<file path="src/rtl/display_scan_mux.sv">
// display_scan_mux: time-multiplexed scanner for a multi-digit 7-segment
// display. Walks one digit per REFRESH_DIV cycles and feeds its BCD code,
// decimal point and active-low anode to the downstream segment decoder.
// A shadow buffer is swapped into the active buffer only on the frame
// wrap, so a freshly loaded value is never shown half old / half new.
module display_scan_mux #(
  parameter int N_DIGITS    = 8,
  parameter int REFRESH_DIV = 50000,
  parameter int DEAD        = 64,
  parameter int IDX_W       = $clog2(N_DIGITS)
) (
  input  logic                  clk,
  input  logic                  rst_n,
  input  logic [4*N_DIGITS-1:0] digits_in,
  input  logic [N_DIGITS-1:0]   dp_in,
  input  logic                  load,
  input  logic                  blank_lz,
  output logic [3:0]            bcd_out,
  output logic                  dp_n,
  output logic [N_DIGITS-1:0]   an_n,
  output logic [IDX_W-1:0]      digit_idx,
  output logic                  frame_start
);

  localparam int               CNT_W    = (REFRESH_DIV > 1) ? $clog2(REFRESH_DIV) : 1;
  localparam logic [CNT_W-1:0] CNT_LAST = CNT_W'(REFRESH_DIV - 1);
  localparam logic [CNT_W-1:0] DEAD_C   = CNT_W'(DEAD);
  localparam logic [IDX_W-1:0] IDX_LAST = IDX_W'(N_DIGITS - 1);
  localparam logic [3:0]       BLANK    = 4'hF;

  // Bit j set when digit j and every more-significant digit are zero with
  // no decimal point lit, i.e. digit j is a leading zero.
  function automatic logic [N_DIGITS-1:0] lead_zero_mask(
    input logic [4*N_DIGITS-1:0] dig,
    input logic [N_DIGITS-1:0]   dp
  );
    logic                run;
    logic [N_DIGITS-1:0] m;
    run = 1'b1;
    m   = '0;
    for (int j = N_DIGITS - 1; j >= 0; j--) begin
      run  = run && (dig[4*j +: 4] == 4'h0) && !dp[j];
      m[j] = run;
    end
    return m;
  endfunction

  logic [CNT_W-1:0]      cnt_q, cnt_d;
  logic [IDX_W-1:0]      idx_q, idx_d;
  logic [4*N_DIGITS-1:0] act_dig_q, act_dig_d, sh_dig_q, sh_dig_d;
  logic [N_DIGITS-1:0]   act_dp_q, act_dp_d, sh_dp_q, sh_dp_d;
  logic                  pend_q, pend_d;
  logic [3:0]            bcd_q, bcd_d;
  logic                  dp_n_q, dp_n_d;
  logic [N_DIGITS-1:0]   an_n_q, an_n_d;
  logic                  fs_q;
  logic                  last_slot_s, wrap_s, blank_s;
  logic [N_DIGITS-1:0]   lz_s;

  // Slot counter and digit index advance; wrap marks the frame boundary.
  always_comb begin
    last_slot_s = (cnt_q == CNT_LAST);
    wrap_s      = last_slot_s && (idx_q == IDX_LAST);
    if (last_slot_s) begin
      cnt_d = '0;
      if (idx_q == IDX_LAST) begin
        idx_d = '0;
      end else begin
        idx_d = idx_q + 1'b1;
      end
    end else begin
      cnt_d = cnt_q + 1'b1;
      idx_d = idx_q;
    end
  end

  // Double buffer: loads go to the shadow; the active copy only changes on
  // the wrap, taking the input directly when a load lands on that edge.
  always_comb begin
    act_dig_d = act_dig_q;
    act_dp_d  = act_dp_q;
    sh_dig_d  = sh_dig_q;
    sh_dp_d   = sh_dp_q;
    pend_d    = pend_q;
    if (load) begin
      sh_dig_d = digits_in;
      sh_dp_d  = dp_in;
    end else begin
      sh_dig_d = sh_dig_q;
      sh_dp_d  = sh_dp_q;
    end
    if (wrap_s && load) begin
      act_dig_d = digits_in;
      act_dp_d  = dp_in;
      pend_d    = 1'b0;
    end else if (wrap_s && pend_q) begin
      act_dig_d = sh_dig_q;
      act_dp_d  = sh_dp_q;
      pend_d    = 1'b0;
    end else if (load) begin
      pend_d = 1'b1;
    end else begin
      pend_d = pend_q;
    end
  end

  // Output codes for the digit that will be current after this edge, so
  // index, code and anode all change together.
  always_comb begin
    lz_s    = lead_zero_mask(act_dig_d, act_dp_d);
    blank_s = blank_lz && (idx_d != '0) && lz_s[idx_d];
    if (blank_s) begin
      bcd_d  = BLANK;
      dp_n_d = 1'b1;
    end else begin
      bcd_d  = act_dig_d[{idx_d, 2'b00} +: 4];
      dp_n_d = ~act_dp_d[idx_d];
    end
    an_n_d = '1;
    if (cnt_d >= DEAD_C) begin
      an_n_d[idx_d] = 1'b0;
    end else begin
      an_n_d = '1;
    end
  end

  // State and registered outputs; reset aborts any scan in progress.
  always_ff @(posedge clk) begin
    if (!rst_n) begin
      cnt_q     <= '0;
      idx_q     <= '0;
      act_dig_q <= '0;
      act_dp_q  <= '0;
      sh_dig_q  <= '0;
      sh_dp_q   <= '0;
      pend_q    <= 1'b0;
      bcd_q     <= BLANK;
      dp_n_q    <= 1'b1;
      an_n_q    <= '1;
      fs_q      <= 1'b0;
    end else begin
      cnt_q     <= cnt_d;
      idx_q     <= idx_d;
      act_dig_q <= act_dig_d;
      act_dp_q  <= act_dp_d;
      sh_dig_q  <= sh_dig_d;
      sh_dp_q   <= sh_dp_d;
      pend_q    <= pend_d;
      bcd_q     <= bcd_d;
      dp_n_q    <= dp_n_d;
      an_n_q    <= an_n_d;
      fs_q      <= wrap_s;
    end
  end

  assign bcd_out     = bcd_q;
  assign dp_n        = dp_n_q;
  assign an_n        = an_n_q;
  assign digit_idx   = idx_q;
  assign frame_start = fs_q;

endmodule
</file>
<file path="config.mk">
export PLATFORM = sky130hd
export DESIGN_NAME = display_scan_mux
export DESIGN_NICKNAME = d
export VERILOG_FILES = /design/src/rtl/display_scan_mux.sv
export SDC_FILE = /design/constraint.sdc
export NUM_CORES = 1
export LEC_CHECK = 0
export CORE_MARGIN = 2
export CORE_UTILIZATION = 50
export CTS_CLUSTER_DIAMETER = 30
export CTS_CLUSTER_SIZE = 16
export DETAILED_ROUTE_END_ITERATION = 7
export PLACE_DENSITY_LB_ADDON = 0.3
export SETUP_SLACK_MARGIN = 0.3
export SYNTH_ARGS = -nofsm -noshare
export SYNTH_HDL_FRONTEND = slang
export SYNTH_SLANG_ARGS = --single-unit
</file>
<file path="constraint.sdc">
create_clock -name clk -period 6.12 [get_ports clk]
set_clock_uncertainty 0.1 [all_clocks]
set_input_delay 0.612 -clock clk [delete_from_list [all_inputs] [get_ports clk]]
set_output_delay 0.612 -clock clk [all_outputs]
set_load 0.05 [all_outputs]
</file>
* Word level (Yosys, flattened, before mapping) *
Index checks and enable logic that the tools add are counted.

cells by class
  $add $sub $neg = 2
  magnitude comparators = 3
  eq/ne operators = 2
  shifts and indexed selects = 1
  multiplexer cells = 13
  bitwise operators = 3
  reduce and logical (&&, ||, !) cells = 41

operators by type and width
  kind                                                   number
  two-way mux 32 bit                                     2
  zero test 4 bit                                        8
  indexed part select 32 x 6 -> 4 bit                    1
  logical AND 1 bit                                      21
  adder 16 x 1 -> 16 bit (second input constant)         1
  == test 16 bit (second input constant)                 1
  >= comparator 16 x 7 -> 1 bit (second input constant)  1
  two-way mux 16 bit                                     1
  two-way mux 8 bit                                      2
  zero test 1 bit                                        8
  NOT 8 bit                                              1
  binary-select mux 1 bit (select 3 bit)                 2
  two-way mux 3 bit                                      2
  < comparator 3 x 4 -> 1 bit (second input constant)    1
  adder 3 x 1 -> 3 bit (second input constant)           1
  demux 1 bit (select 3 bit)                             1
  == test 3 bit (second input constant)                  1
  >= comparator 3 x 1 -> 1 bit (second input constant)   1
  two-way mux 1 bit                                      3
  nonzero test 3 bit                                     1
  OR reduction 3 bit                                     1
  NOT 1 bit                                              2
  AND reduction 2 bit                                    1
  OR reduction 2 bit                                     1

storage, ports and cells
  bits in registers = 114
  bits of input ports = 44
  output and inout bits = 17
  logic and storage cells = 76

* Logic depth before layout (Yosys ltp) *
Gate-level depths: netlist of the first run.

  depth after elaboration = 25
  depth in mapped cells = 15

* Worst setup path before layout of the first run *
No wires, ideal clock.

  path kind = register to register
  start point = reg idx_q[1], in the netlist digit_idx[1]
  end point = reg bcd_q[1], in the netlist bcd_out[1]
  data arrival time = 3.362 ns
  required time = 5.941 ns
  path slack = 2.579 ns
  stages on the path, launching flop included = 14
  buffers on the path = 2
  clock period less this slack = 3.541 ns
  path through = dfxtp_1 > ha_1 > ha_1 > and4_1 > and4_1 > buf_6 > buf_6 > mux2i_1 > nand2_1 > or3_1 > or3b_4 > o31ai_2 > nand3_2 > o211ai_1

on the way
  longest elaborated chain between the ends = 25

RTL lines
  element                                                         line    source
  start: declaration                                              49      logic [IDX_W-1:0] idx_q, idx_d;
  start signal: assignment                                        143     idx_q <= idx_d;
  == test 3 bit                                                   63, 66
  logical AND 1 bit                                               63      wrap_s = last_slot_s && (idx_q == IDX_LAST);
  logical AND 1 bit                                               96      end else if (wrap_s && pend_q) begin
  two-way mux 32 bit / two-way mux 8 bit (equally long branches)  96
  two-way mux 32 bit / two-way mux 8 bit (equally long branches)  92      if (wrap_s && load) begin
  zero test 4 bit / zero test 1 bit (equally long branches)       42      run = run && (dig[4*j +: 4] == 4'h0) && !dp[j];
  logical AND 1 bit (15 in series)                                42
  binary-select mux 1 bit (select 3 bit)                          111     blank_s = blank_lz && (idx_d != '0) && lz_s[idx_d];
  two-way mux 1 bit (implied by the code)                         111
  logical AND 1 bit                                               111
  OR reduction 2 bit (no source line)                             -
  end signal: assignment                                          137     bcd_q <= BLANK;
  end signal: assignment                                          149     bcd_q <= bcd_d;
  end: declaration                                                53      logic [3:0] bcd_q, bcd_d;

Parallel ways exist; a longest one is shown, timed or not. The select of a mux whose other input is x is not followed.
A chain may end at the register's enable or synchronous reset.

* Worst setup path after layout of the first run *
  start point = reg idx_q[1], in the netlist digit_idx[1]
  end point = reg bcd_q[3], in the netlist bcd_out[3]

Same word-level chain as after synthesis.

==> flow_metrics.tcl, run 1 <==
set metrics [dict create \
    htreeDepth 4 \
    fillCellCount 911 \
    outcome "finished, final reports clean" \
    syn_area_sq_um 5560 \
    async_flop_share_pct 0 \
    p_int_uw 1490 \
    ys.flop_type "dfxtp_1" \
    power_leakage_uw 0.00262 \
    dieArea_sq_um 12000 \
    grt_overflow 0 \
    hold_viol_final 0 \
    routedWlPerCell_um 17.4 \
    grt_pass1_wl_um 23700 \
    start_util_pct 51.2 \
    crit_fanout 39 \
    path_clk_slew_ns 0.05 \
    synth_compound_area_share_pct 19.0 \
    drt_wl_total_um 14700 \
    ir_worst_vdd_uv 130 \
    cts_tree "yes" \
    cp_data_arrival_time_ns 4.58 \
    synth_xor_area_share_pct 2.05 \
    power_density_nw_per_um2 282 \
    fin_crit_ns 4.25 \
    p_clk_share_pct 53.2 \
    cap_violations 0 \
    tightest_slew_ns 1.16 \
    slew_headroom_pct 22.7 \
    drt_iter0_markers 439 \
    final-setup-viol-count 0 \
    cts_buffer_depth 2 \
    ys_ff_latch 114 \
    gp_congestion 0.885 \
    core-area_sq_um 10800 \
    yosysSeqAreaShare_pct 41.1 \
    synth_fa_ha_area_share_pct 0.676 \
    p_sw_uw 409 \
    grt_pass1_vias 4817 \
    startpoint_type "flip-flop" \
    numCtsBuffers 17 \
    vias 5060 \
    layout_setup_ws_ns 1.87 \
    avgSynthCellArea_sq_um 8.46 \
    synth.mux.area_fraction_pct 7.75 \
    synth_cell_types 66 \
    path_class "reg -> reg" \
    rsz0062_at_grt "false" \
    dr.pass1.iters 6 \
    postSynthCellCount 657 \
    fin_tns_setup_ns 0 \
    ys_warn_count 0 \
    p_total_uw 1900 \
    grt_max_degree 65 \
    synth_nets 704 \
    combPwrFrac_pct 5.9 \
    ctsRootBufferMaster "clkbuf_8" \
    drc 0 \
    synth_top_family_by_area "simple AND/OR/NAND/NOR gates" \
    critPathCaptureType "flip-flop" \
    pre_cts_ws_ns 1.95 \
    critPathRequiredTime_ns 6.45 \
    port_buffers 60 \
    die_x_um 109 \
    track_usage_pct 25.4 \
    seqPwrFrac_pct 40.9 \
    switching_share_pct 21.5 \
    post_cts_resized 0 \
    finalCritPeriodShare_pct 69.4 \
    nets 739 \
    rows 38 \
    antenna_found_initial 0 \
    fmax_mhz 236 \
    ant_nets 0 \
    cts.sinks 114 \
    viasPerCell 6.00 \
    synth-edff-count 0 \
    synthSimpleGateAreaFrac_pct 24.0 \
    post_cts_buffers 0 \
    n_antenna_cell 0 \
    die_y_um 109 \
    dp_hpwl_um 9910 \
    clkLatencyLatePin_ns 0.52 \
    maxSlewViolCount 0 \
    hold_buffers 0 \
    ioPinCount 61 \
    layout-drive-gt1-share_pct 7.95 \
    synthToLayoutAreaGrowth_pct 21.3 \
    hold_path_class "reg -> reg" \
]
cell type report:
| type | count | area, sq um | share of cell area (%) |
|---|---|---|---|
| Clock inverter | 11 | 160 | 2.38 |
| Timing Repair Buffer | 67 | 648 | 9.62 |
| Sequential cell | 114 | 2280 | 33.9 |
| Inverter | 15 | 56.3 | 0.835 |
| Clock buffer | 20 | 445 | 6.61 |
| Tap cell | 140 | 175 | 2.60 |
| Multi-Input combinational cell | 477 | 2970 | 44.1 |
synth_stat cells, types with 7 or more instances:
cell / count / share of area (%)
nor3_1: 14 / 1.3
and2_1: 27 / 3.0
dfxtp_1: 114 / 41
nand2_1: 50 / 3.4
a21oi_1: 51 / 4.6
a32oi_1: 23 / 3.6
buf_2: 8 / 0.72
and3_1: 7 / 0.79
xor2_1: 7 / 1.1
nand3_1: 16 / 1.4
o21ai_0: 20 / 1.8
nor2_1: 101 / 6.8
clkbuf_1: 35 / 2.4
nand3b_1: 7 / 0.95
inv_1: 15 / 1.0
a31oi_1: 7 / 0.79
mux2i_1: 43 / 7.7
registers in the layout, summed over array words and instances (netlist names):
signal       count
act_dig_q       32
act_dp_q         8
an_n             8
bcd_out          4
cnt_q           16
digit_idx        3
dp_n             1
frame_start      1
pend_q           1
sh_dig_q        32
sh_dp_q          8
path summary, 6_finish.rpt:
kind,start,to,slack [ns],cells past startpoint
max reg2reg,digit_idx[1]$_SDFF_PN0_,bcd_out[3]$_SDFF_PP1_,1.87,11
max,digit_idx[1]$_SDFF_PN0_,bcd_out[3]$_SDFF_PP1_,1.87,11
min reg2reg,cnt_q[0]$_SDFF_PN0_,cnt_q[0]$_SDFF_PN0_,0.34,1
min,cnt_q[0]$_SDFF_PN0_,cnt_q[0]$_SDFF_PN0_,0.34,1
layout by cell type (no fill, tap or decap), drive strengths merged, types with 7 or more instances in the layout:
cell and instances:
dfxtp 114, nand3 17, xor2 7, a32oi 23, a21oi 51, and3 9, buf 8, and2 27
nand2 50, clkbuf 20, nand3b 7, clkdlybuf4s50 59, inv 15, nor3 14, o21ai 24, mux2i 43
a31oi 7, nor2 101
power by group through the flow:
| stage | Clock, uW | Sequential [uW] | Combinational [uW] |
|---|---|---|---|
| 6_report | 1010 | 775 | 112 |
| 5_1_grt | 1050 | 777 | 124 |
| 4_1_cts | 1020 | 775 | 112 |
| 3_5_place_dp | 0 | 790 | 111 |
| 3_3_place_gp | 0 | 790 | 109 |
| 2_1_floorplan | 0 | 789 | 63.5 |
routing by layer:
| layer | part of all wire [%] | vias to the layer above | wire (um) | global-route usage (%) |
|---|---|---|---|---|
| met1 | 45 | 2398 | 6530 | 32.6 |
| met4 | 2.9 | 0 | 422 | 11.0 |
| met3 | 6.0 | 45 | 883 | 5.63 |
| met2 | 47 | 176 | 6830 | 41.0 |
| li1 | - | 2441 | - | - |
| met5 | 0 | - | 0 | 0 |
critical path: stages (launching register included):
cell and delay (ns):
dfxtp_1 0.42, ha_1 0.20, ha_1 0.29, and4_1 0.22, and4_2 0.83, buf_4 0.46, mux2i_1 0.31, nand2_1 0.14
or4b_4 0.54, o31ai_2 0.28, nand3_2 0.14, o211ai_1 0.20
metrics by stage:
step	cells	hold WS [ns]	area, sq um	util, %
finish	844	0.343	6740	62.2
global route	844	0.369	6740	62.2
CTS	844	0.344	6740	62.2
detailed placement	813	0.336	6130	56.6
global placement	813	0.325	6130	56.6
floorplan	657	0.313	5560	-
logic make-up after synthesis:
family | after synthesis
fa+ha+maj | 3
mux | 43
compound gates | 156
buf+inv | 66
simple gates | 262
flops | 114
xor+xnor | 13
Note: power is estimated with default switching activity, not from simulation.
==> run 2: changes to the inputs <==
==> constraint.sdc (replaced) <==
create_clock -name clk -period 3.71 [get_ports clk]
set_clock_uncertainty 0.1 [all_clocks]
set_input_delay 0.371 -clock clk [delete_from_list [all_inputs] [get_ports clk]]
set_output_delay 0.371 -clock clk [all_outputs]
set_load 0.05 [all_outputs]
==> flow_metrics.tcl, run 2 (synthesis results as in run 1) <==
set metrics [dict create \
    cp_data_arrival_time_ns 3.64 \
    crit_fanout 7 \
    p_total_uw 2950 \
    dieArea_sq_um 12000 \
    htreeDepth 4 \
    routedWlPerCell_um 17.9 \
    grt_pass1_wl_um 24600 \
    grt_max_degree 53 \
    mostFrequentLayoutCells "dfxtp_1, nor2_1, clkdlybuf4s50_1" \
    power_leakage_uw 0.00272 \
    hold_buffers 0 \
    r2r_cells 12 \
    dr.pass1.iters 6 \
    viasPerCell 5.95 \
    core-area_sq_um 10800 \
    power_density_nw_per_um2 424 \
    nets 760 \
    port_buffers 60 \
    hold_viol_final 0 \
    worstReg2RegEnd "bcd_out[1]$_SDFF_PP1_" \
    die_y_um 109 \
    final_common_cell "dfxtp_1" \
    fmax_mhz 303 \
    maxSlewViolCount 0 \
    hold_end "sh_dp_q[4]$_SDFFE_PN0P_" \
    wl_met3_um 944 \
    route.met2.wl_um 7650 \
    start_util_pct 51.2 \
    critPathRequiredTime_ns 4.05 \
    rows 38 \
    tightest_slew_ns 1.35 \
    dp_hpwl_um 10800 \
    track_usage_pct 26.9 \
    numCtsBuffers 17 \
    finalCritPeriodShare_pct 89.0 \
    drc 0 \
    layout-drive-gt1-share_pct 12.4 \
    worstHoldStart "load" \
    vias 5152 \
    r2r_setup_slack_ns 0.41 \
    n_antenna_cell 0 \
    layoutNonFillerInstCount 866 \
    path_clk_slew_ns 0.05 \
    ir_worst_vdd_uv 346 \
    grt_overflow 0 \
    ioPinCount 61 \
    ctsRootBufferMaster "clkbuf_8" \
    pre_cts_ws_ns 0.221 \
    cts_tree "yes" \
    drt_wl_total_um 15500 \
    cap_violations 0 \
    top_layer "met4" \
    fin_util_pct 64.0 \
    dp_cells 826 \
    startpoint_type "flip-flop" \
    cts.sinks 114 \
    rsz0062_at_grt "false" \
    largest_registers "act_dig_q (32), sh_dig_q (32), cnt_q (16)" \
    layout_setup_ws_ns 0.409 \
    critPathCaptureType "flip-flop" \
    antenna_found_initial 0 \
    grt_pass1_vias 4926 \
    fin_crit_ns 3.30 \
    ant_nets 0 \
    cts_buffer_depth 2 \
    r2r_start "digit_idx[1]$_SDFF_PN0_" \
    hold_path_depth 3 \
    hold_path_class "in -> reg" \
    drt_iter0_markers 405 \
    fin_tns_setup_ns 0 \
    clkLatencyLatePin_ns 0.53 \
    path_class "reg -> reg" \
    die_x_um 109 \
    slew_headroom_pct 9.67 \
    synthToLayoutAreaGrowth_pct 24.9 \
    final-setup-viol-count 0 \
    gp_congestion 0.976 \
    drt-met1-wl_um 6630 \
    outcome "finished, final reports clean" \
]
run 2: timing repair:
item | in CTS | in global routing
buffers inserted | 0 | 7
setup endpoints to repair | 4 | 4
gates cloned | 0 | 1
pin swaps | 0 | 8
resized for setup | 1 | 18
run 2: worst max-delay path by stage:
stage          slack, ns                     from                    end
4_1_cts             0.35      cnt_q[8]$_SDFF_PN0_  bcd_out[1]$_SDFF_PP1_
5_1_grt             0.25  digit_idx[1]$_SDFF_PN0_  bcd_out[1]$_SDFF_PP1_
6_report            0.41  digit_idx[1]$_SDFF_PN0_  bcd_out[1]$_SDFF_PP1_
3_3_place_gp        0.29  digit_idx[1]$_SDFF_PN0_  bcd_out[1]$_SDFF_PP1_
3_5_place_dp        0.22      cnt_q[8]$_SDFF_PN0_  bcd_out[1]$_SDFF_PP1_
2_1_floorplan       0.39  digit_idx[1]$_SDFF_PN0_  bcd_out[1]$_SDFF_PP1_
run 2: layout make-up:
cell class                 instances  area, sq um
fill                             944         3900
multi-input combinational        478         3050
sequential                       114         2290
timing repair buffer              87          822
clock buffer                      28          526
tap                              140          175
inverter                          15         56.3
clock inverter                     4         20.0
run 2: power breakdown:
part,internal [uW],switching [uW]
Clock,940,535
Combinational,90.4,107
Sequential,1260,17.6
run 2: metrics by stage:
step                instance area, sq um  hold slack, ns
floorplan                           5560           0.313
global placement                    6250           0.326
detailed placement                  6250           0.357
CTS                                 6790           0.113
global route                        6940           0.147
finish                              6940           0.139
run 2: critical path: stages, from the launching register on:
cell and delay (ns):
dfxtp_4 0.37, ha_1 0.15, ha_1 0.17, and4_1 0.26, and4_4 0.33, buf_4 0.18, mux2i_4 0.24, nand2_2 0.09
or3_1 0.37, or3b_4 0.42, o31ai_4 0.24, nand3_2 0.12, o211ai_1 0.18
run 2: layer usage:
metal  global-route usage [%]  vias to the layer above
li1                         -                     2480
met1                     33.6                     2484
met2                     45.2                      162
met3                     6.82                       26
met4                     8.86                        0
met5                        0                        -
